File: src/rtl/ika9958_pkg.sv
// Shared types and default timing constants for the IKA9958 clock/reset front end.
// No datapath; constants only.
// No flow control.
package ika9958_pkg;

    typedef enum logic [1:0] {
        SEARCH = 2'd0,
        LOCKED = 2'd1,
        NOCLK  = 2'd2
    } clkgen_state_t;

    localparam int LOCK_EDGES_DEF  = 4;
    localparam int NOCLK_TICKS_DEF = 16;
    localparam int RST_HOLD_DEF    = 8;

    // Counter width able to hold the value n itself.
    function automatic int cnt_w(input int n);
        return (n < 2) ? 1 : $clog2(n + 1);
    endfunction

endpackage

File: src/rtl/ika9958_sync2.sv
// Two-flop synchronizer, resets to 1 (idle level of an active-low clock).
// Latency: 2 CLK cycles, runs on every edge regardless of tick enable.
// No flow control.
module ika9958_sync2 (
    input  logic CLK,
    input  logic rst,
    input  logic d,
    output logic q
);

    logic meta;

    always_ff @(posedge CLK or posedge rst) begin
        if (rst) begin
            meta <= 1'b1;
            q    <= 1'b1;
        end else begin
            meta <= d;
            q    <= meta;
        end
    end

endmodule

File: src/rtl/ika9958_clkgen.sv
// VDP clock divider with slave phase lock and core reset release; IKA9958_CLKGEN_MISCNT_EN adds a realign counter.
// Latency: phase outputs are flops (0 added cycles); DLCLK input sees 2 sync cycles + up to 1 tick.
// No flow control; all state advances only on i_XTAL_NCEN ticks.
module ika9958_clkgen
    import ika9958_pkg::*;
#(
    parameter bit CM          = 1'b1,
    parameter int LOCK_EDGES  = LOCK_EDGES_DEF,
    parameter int NOCLK_TICKS = NOCLK_TICKS_DEF,
    parameter int RST_HOLD    = RST_HOLD_DEF
) (
    input  logic       i_XTAL1,
    input  logic       i_RST,
    input  logic       i_XTAL_NCEN,
    input  logic       i_DLCLK_n,
    output logic       o_DHCLK_n,
    output logic       o_DLCLK_n,
    output logic [1:0] o_PHASE,
    output logic       o_LOCKED,
    output logic       o_IRST,
    output logic [7:0] o_MISCNT
);

    localparam int CW = cnt_w(LOCK_EDGES);
    localparam int TW = cnt_w(NOCLK_TICKS);
    localparam int HW = cnt_w(RST_HOLD);
    localparam logic [CW-1:0] CNT_LAST  = CW'(LOCK_EDGES - 1);
    localparam logic [TW-1:0] TO_MAX    = TW'(NOCLK_TICKS);
    localparam logic [TW-1:0] TO_LAST   = TW'(NOCLK_TICKS - 1);
    localparam logic [HW-1:0] HOLD_LAST = HW'(RST_HOLD - 1);

    logic          tick, dl_sync, dl_prev, fall, aligned, timeout;
    logic [1:0]    ph;
    clkgen_state_t state, state_nx;
    logic [CW-1:0] cnt, cnt_nx;
    logic [TW-1:0] to_cnt;
    logic [HW-1:0] hold;
    logic          irst, mlock;

    ika9958_sync2 u_sync (
        .CLK (i_XTAL1),
        .rst (i_RST),
        .d   (i_DLCLK_n),
        .q   (dl_sync)
    );

    assign tick    = i_XTAL_NCEN;
    // Master mode never sees an edge, so divider and FSM simply free-run/hold.
    assign fall    = CM && tick && dl_prev && !dl_sync;
    assign aligned = (ph == 2'd3);
    assign timeout = CM && tick && !fall && (to_cnt == TO_LAST);

    always_comb begin
        state_nx = state;
        cnt_nx   = cnt;
        if (fall) begin
            case (state)
                SEARCH: begin
                    if (!aligned)             cnt_nx = '0;
                    else if (cnt == CNT_LAST) begin
                        state_nx = LOCKED;
                        cnt_nx   = '0;
                    end else                  cnt_nx = cnt + 1'b1;
                end
                LOCKED: begin
                    if (!aligned) begin
                        state_nx = SEARCH;
                        cnt_nx   = '0;
                    end
                end
                default: begin
                    state_nx = SEARCH;
                    cnt_nx   = '0;
                end
            endcase
        end else if (timeout) begin
            state_nx = NOCLK;
        end
    end

    always_ff @(posedge i_XTAL1 or posedge i_RST) begin
        if (i_RST) begin
            ph      <= 2'b11;
            dl_prev <= 1'b1;
            state   <= SEARCH;
            cnt     <= '0;
            to_cnt  <= '0;
            hold    <= '0;
            irst    <= 1'b1;
            mlock   <= 1'b0;
        end else if (tick) begin
            dl_prev <= dl_sync;
            ph      <= fall ? 2'd0 : ph + 2'd1;
            state   <= state_nx;
            cnt     <= cnt_nx;
            mlock   <= 1'b1;
            if (fall)                 to_cnt <= '0;
            else if (to_cnt != TO_MAX) to_cnt <= to_cnt + 1'b1;
            // Reset release is one-way; only i_RST brings o_IRST back.
            if (irst) begin
                if (!o_LOCKED)              hold <= '0;
                else if (hold == HOLD_LAST) irst <= 1'b0;
                else                        hold <= hold + 1'b1;
            end
        end
    end

`ifdef IKA9958_CLKGEN_MISCNT_EN
    logic       realign_lock;
    logic [7:0] miscnt;

    assign realign_lock = fall && (state == LOCKED) && !aligned;

    always_ff @(posedge i_XTAL1 or posedge i_RST) begin
        if (i_RST)                                miscnt <= 8'h00;
        else if (realign_lock && miscnt != 8'hFF) miscnt <= miscnt + 8'h01;
    end

    assign o_MISCNT = miscnt;
`else
    assign o_MISCNT = 8'h00;
`endif

    assign o_DHCLK_n = ph[0];
    assign o_DLCLK_n = ph[1];
    assign o_PHASE   = ph;
    assign o_LOCKED  = CM ? (state == LOCKED) : mlock;
    assign o_IRST    = irst;

endmodule

File: config.mk
export PLATFORM = sky130hd
export DESIGN_NAME = ika9958_clkgen
export DESIGN_NICKNAME = d
export VERILOG_FILES = /design/src/rtl/ika9958_pkg.sv /design/src/rtl/ika9958_sync2.sv /design/src/rtl/ika9958_clkgen.sv
export SDC_FILE = /design/constraint.sdc
export NUM_CORES = 1
export LEC_CHECK = 0
export CAP_MARGIN = 20
export CORE_MARGIN = 2
export CORE_UTILIZATION = 51
export CTS_CLUSTER_SIZE = 28
export DETAILED_ROUTE_END_ITERATION = 10
export HOLD_SLACK_MARGIN = 0.1
export PLACE_DENSITY = 0.88
export REMOVE_ABC_BUFFERS = 1
export SKIP_CTS_REPAIR_TIMING = 1
export SLEW_MARGIN = 20
export SYNTH_ARGS = -nofsm -noshare
export SYNTH_HDL_FRONTEND = slang
export SYNTH_SLANG_ARGS = --single-unit
File: constraint.sdc
create_clock -name i_XTAL1 -period 2.15 [get_ports i_XTAL1]
set_clock_uncertainty 0.2 [all_clocks]
set_input_delay 0.5375 -clock i_XTAL1 [delete_from_list [all_inputs] [get_ports i_XTAL1]]
set_output_delay 0.5375 -clock i_XTAL1 [all_outputs]
set_load 0.02 [all_outputs]
**Word level (Yosys, flattened, before mapping)**

Cells that the tools add are included.

- Output and inout port bits: 14
- Bits in registers: 20
- Bits of input ports: 4

- Equal/unequal tests: 11
- Reduce and logical (&&, ||, !) cells: 13
- Muxes and demuxes: 18
- Add/sub/neg operators: 4

Operators by type and width:

| operator | count |
|---|---|
| $mux 2 | 6 |
| $mux 5 | 2 |
| $mux 3 | 3 |
| $ne 3x3->1 const B | 3 |
| $mux 4 | 2 |
| $pmux 3 s2 | 1 |
| $reduce_and 3->1 | 2 |
| $add 5x1->5 const B | 1 |
| $eq 5x4->1 const B | 1 |
| $ne 5x5->1 const B | 1 |
| $reduce_and 5->1 | 1 |
| $add 4x1->4 const B | 1 |
| $eq 4x3->1 const B | 1 |
| $logic_and 1x1->1 | 4 |
| $ne 2x2->1 const B | 2 |
| $pmux 2 s2 | 1 |
| $reduce_bool 2->1 | 2 |
| $add 3x1->3 const B | 1 |
| $eq 3x2->1 const B | 1 |
| $mux 1 | 3 |
| $add 2x1->2 const B | 1 |
| $eq 2x1->1 const B | 1 |
| $eq 2x2->1 const B | 1 |
| $logic_not 1->1 | 2 |
| other kinds (2) | 2 |

**Logic depth before layout (Yosys ltp)**

- Word-level depth: 7
- Gate-level depth with buffers: 5

**By module**

A second synthesis with hierarchy kept.

- Cells, all modules: 105
- Area total of the unflattened synthesis: 1091.0 um^2

Modules (own cells, without submodules):

| module | seq. area each (um^2) | area an instance (um^2) | instances | cells an instance |
|---|---|---|---|---|
| ika9958_clkgen | 455.4 | 1034.7 | 1 | 102 |
| ika9958_sync2 | 52.6 | 56.3 | 1 | 3 |

**Least setup slack after synthesis**

Ideal clock, no wire load.

- Path type: register to register
- Start point: register ph[0], in the netlist o_PHASE[0]
- End point: register cnt[0]
- Cell stages (with the launch flop): 5
- Period minus slack after synthesis: 1.620 ns
- Arrival time: 1.355 ns
- Buffers on the path: 0
- Setup time: 0.065 ns
- Path slack: 0.530 ns
- Cell sequence: dfstp_2 -> ha_1 -> nand2b_1 -> nor4_1 -> mux2_2

- Cells in the longest elaborated chain, start to end: 3
- Elaborated cells on any way between the ends: 5
- Those cells by class: eq/ne (2); mux (2); reduce/logical (1)

Ends and longest elaborated chain:

| what | line | RTL |
|---|---|---|
| start: declaration | ika9958_clkgen.sv:33 | `logic [1:0] ph;` |
| start signal: assignment | ika9958_clkgen.sv:93 | `ph <= fall ? 2'd0 : ph + 2'd1;` |
| $eq 2x2->1 (*) | ika9958_clkgen.sv:50 | `assign aligned = (ph == 2'd3);` |
| $mux 3 or $ne 2x2->1 (tied branches) | -- |  |
| $pmux 3 s2 or $reduce_and 3->1 (tied branches) | -- |  |
| end signal: assignment | ika9958_clkgen.sv:95 | `cnt <= cnt_nx;` |
| end: declaration | ika9958_clkgen.sv:35 | `logic [CW-1:0] cnt, cnt_nx;` |

Every way passes the cells marked *; elsewhere a longest branch is shown, timed or not.
A chain may end at the register's enable or synchronous reset.

**Worst setup path after layout**

- Start point: register state[1]
- End point: output o_LOCKED

- Cells in the longest elaborated chain, start to end: 1

Ends and longest elaborated chain:

| what | line | RTL |
|---|---|---|
| start: declaration | ika9958_clkgen.sv:34 | `clkgen_state_t state, state_nx;` |
| start signal: assignment | ika9958_clkgen.sv:94 | `state <= state_nx;` |
| $eq 2x1->1 | ika9958_clkgen.sv:127 | `assign o_LOCKED = CM ? (state == LOCKED) : mlock;` |
| end: declaration | ika9958_clkgen.sv:19 | `output logic o_LOCKED,` |

No other way between the ends.

==> impl_metrics.env <==
export IMPL_die_area_sq_um=2533
export IMPL_vdd_ir_drop_max_uv=589.8
export IMPL_maxClockFrequency_ghz=0.5207
export IMPL_drt_first_pass_iters=4
export IMPL_post_route_period_util=0.8933
export IMPL_cp_required_ns=1.41
export IMPL_drt_vias_per_instance=5.705
export IMPL_insertion_delay_ns=0.31
export IMPL_rsz0062_at_grt="false"
export IMPL_post_route_cells_drive_above_1_share=0.1681
export IMPL_minimum_period_implied_by_the_final_worst_setup_slack_ns=1.921
export IMPL_crit_fanout=5
export IMPL_drt_iter0_markers=26
export IMPL_port_buffer_count=9
export IMPL_routedWlPerCell_um=14.47
export IMPL_nets=130
export IMPL_routed_wire_length_um=2112
export IMPL_cts_sink_count=20
export IMPL_placed_cell_area_sq_um=1204
export IMPL_grt_usage=0.1831
export IMPL_initial_core_util=0.5469
export IMPL_cts_path_max_buffers=2
export IMPL_post_synth_inst_count=105
export IMPL_postSynthRegisterBits=20
export IMPL_route_antenna_remaining_nets=0
export IMPL_numCtsBuffers=3
export IMPL_io_pin_count=18
export IMPL_synth_avg_cell_area_sq_um=10.43
export IMPL_finalSetupViolCount=0
export IMPL_detailedPlacementHpwl_um=1535
export IMPL_grt_overflow=0
export IMPL_post_route_drc_count=0
export IMPL_max_cap_viol_count=0
export IMPL_ys_warn_count=0
export IMPL_die_width_um=50.33
export IMPL_power_density_nw_per_um2=778.9
export IMPL_htree_num_levels=1
export IMPL_final_cell_area_sq_um=1255
export IMPL_finalCoreUtilization=0.6269
export IMPL_total_leakage_power_nw=0.6487
export IMPL_tns_ns=0
export IMPL_flow_area_growth_from_synthesis_pct=14.63
export IMPL_final_max_slew_violation_count=0
export IMPL_antenna_cells_inserted=0
export IMPL_detailroute_via_count=833
export IMPL_largest_net_degree_at_the_start_of_global_routing=21
export IMPL_gp_congestion=0.8240
export IMPL_fp_dieH_um=50.33
export IMPL_fp_coreArea_sq_um=2002
export IMPL_cp_end_kind="output pin"
export IMPL_clockRootBuffer="sky130_fd_sc_hd__clkbuf_4"
export IMPL_first_global_vias=776
export IMPL_setup_worst_path_class="flop to output pin"
export IMPL_synthesis_area_sq_um=1095
export IMPL_cp_arrival_ns=1.18
export IMPL_worst_setup_path_start_kind="flop"
export IMPL_yosysUniqueCellTypes=36
export IMPL_cts_tree="yes"
export IMPL_synth_seq_area_share=0.4640
export IMPL_min_delay_path_class="flop to flop"
export IMPL_clock_input_transition_at_the_sequential_cells_of_the_worst_setup_and_hold_paths_ns=0.12
export IMPL_grt_first_pass_wirelength_um=3436
export IMPL_antenna_found_initial=0
export IMPL_result_of_the_run="finished clean"
export IMPL_core_rowCount=16
export IMPL_hold_viol_final=0
[final cells by class]
cell class / instances / area (sq um)
multi-input cells: 70 / 489.2
inverters: 10 / 37.54
flip-flops and latches: 20 / 508.0
well taps: 27 / 33.78
clock buffers: 4 / 36.28
repair buffers: 15 / 150.1
fillers: 154 / 747.0
[worst max-delay path, cell delays in order, from the launching register on]
cell and delay (ns):
sky130_fd_sc_hd__dfrtp_1 0.41, sky130_fd_sc_hd__nand2b_4 0.16, sky130_fd_sc_hd__inv_1 0.08, sky130_fd_sc_hd__dlymetal6s2s_1 0.23
[sequential cells by signal, indices dropped and copies added, names as in the netlist]
| register | count |
|---|---|
| u_sync.meta | 1 |
| o_IRST | 1 |
| to_cnt | 5 |
| state | 2 |
| cnt | 3 |
| o_PHASE | 2 |
| dl_prev | 1 |
| u_sync.q | 1 |
| hold | 4 |
[per-layer routing]
| layer | vias to the layer above | share of wire | global-route usage |
|---|---|---|---|
| met2 | 31 | 0.52 | 0.3224 |
| met5 | - | 0 | 0 |
| met3 | 9 | 0.044 | 0.04762 |
| met1 | 412 | 0.41 | 0.2050 |
| met4 | 0 | 0.027 | 0.08559 |
| li1 | 381 | - | - |
[through the flow]
stage | power [W] | hold WS, ns | setup WS (ns) | instances
3_5_place_dp | 0.0007668 | 0.1472 | 0.01515 | 142
6_report | 0.0009775 | 0.1630 | 0.2295 | 146
3_3_place_gp | 0.0007486 | 0.1462 | 0.1339 | 142
4_1_cts | 0.0009884 | 0.1635 | -0.1594 | 146
2_1_floorplan | 0.0006646 | 0.1452 | 0.4508 | 100
5_1_grt | 0.001042 | 0.1679 | 0.1616 | 146
[synthesized netlist by cell type (all sizes together)]
master,n,share of area
dfrtp,14,0.32
buf,11,0.075
inv,10,0.034
a21oi,7,0.032
dfstp,6,0.14
ha,6,0.069
nand3,5,0.023
nand2b,4,0.030
o21ai,4,0.018
a21o,2,0.014
a22o,2,0.016
and2,2,0.011
mux2,2,0.021
nand2,2,0.0069
nand3b,2,0.014
nor2,2,0.0069
nor2b,2,0.011
nor4,2,0.011
o21a,2,0.014
o22ai,2,0.011
o32ai,2,0.016
a21boi,1,0.0069
a31oi,1,0.0057
a32o,1,0.0091
and3,1,0.0057
and3b,1,0.0080
and4bb,1,0.011
clkbuf,1,0.0034
conb,1,0.0034
mux2i,1,0.0091
nand4,1,0.0057
nand4bb,1,0.010
nor4b,1,0.0080
o311ai,1,0.0080
or4,1,0.0069
[placed cells by master, fill, tap and decap left out, types with 2 or more instances in the layout]
master	count
sky130_fd_sc_hd__dfrtp_1	14
sky130_fd_sc_hd__inv_1	10
sky130_fd_sc_hd__conb_1	8
sky130_fd_sc_hd__a21oi_1	7
sky130_fd_sc_hd__ha_1	6
sky130_fd_sc_hd__dfstp_2	6
sky130_fd_sc_hd__dlymetal6s2s_1	6
sky130_fd_sc_hd__buf_4	6
sky130_fd_sc_hd__nand3_1	5
sky130_fd_sc_hd__o21ai_0	4
sky130_fd_sc_hd__nand2b_1	3
sky130_fd_sc_hd__clkbuf_4	3
sky130_fd_sc_hd__clkdlybuf4s50_1	3
sky130_fd_sc_hd__nor2b_1	2
sky130_fd_sc_hd__nand3b_1	2
sky130_fd_sc_hd__nor4_1	2
sky130_fd_sc_hd__a21o_1	2
sky130_fd_sc_hd__a22o_1	2
sky130_fd_sc_hd__nand2_1	2
sky130_fd_sc_hd__o22ai_1	2
sky130_fd_sc_hd__and2_1	2
sky130_fd_sc_hd__o21a_1	2
sky130_fd_sc_hd__mux2_2	2
sky130_fd_sc_hd__o32ai_1	2
sky130_fd_sc_hd__nor2_1	2
[logic make-up (layout without fill, tap and decap cells)]
logic type,count (synthesis),in the layout,synth area share
compound gates,25,25,0.1509
fa+ha+maj,6,6,0.06857
buf+inv,22,29,0.1131
flops,20,20,0.4640
mux,3,3,0.02971
other cells,1,8,0.003425
simple gates,28,28,0.1703
[where the power goes]
part | switching (W) | total, W | internal [W] | leakage [nW]
clock | 0.000118 | 0.000221 | 0.000103 | 0.0210
sequential | 0.0000545 | 0.000496 | 0.000441 | 0.251
combinational | 0.000137 | 0.000260 | 0.000123 | 0.377
[final timing paths]
check                                            start                   end  slack, ns  depth (start not counted)
worst max-delay path              state[1]$_DFFE_PP0P_              o_LOCKED       0.23                          3
worst min-delay path             u_sync.meta$_DFF_PP1_    u_sync.q$_DFF_PP1_       0.16                          0
worst max register to register  o_PHASE[0]$_DFFE_PP1P_    cnt[0]$_DFFE_PP0P_       0.39                          4
worst min register to register   u_sync.meta$_DFF_PP1_    u_sync.q$_DFF_PP1_       0.16                          0
max in group asynchronous                        i_RST    o_IRST$_DFFE_PP1P_       1.11                          3
min in group asynchronous                        i_RST  state[0]$_DFFE_PP0P_       0.37                          3
Note: power is estimated with default switching activity, not from simulation.
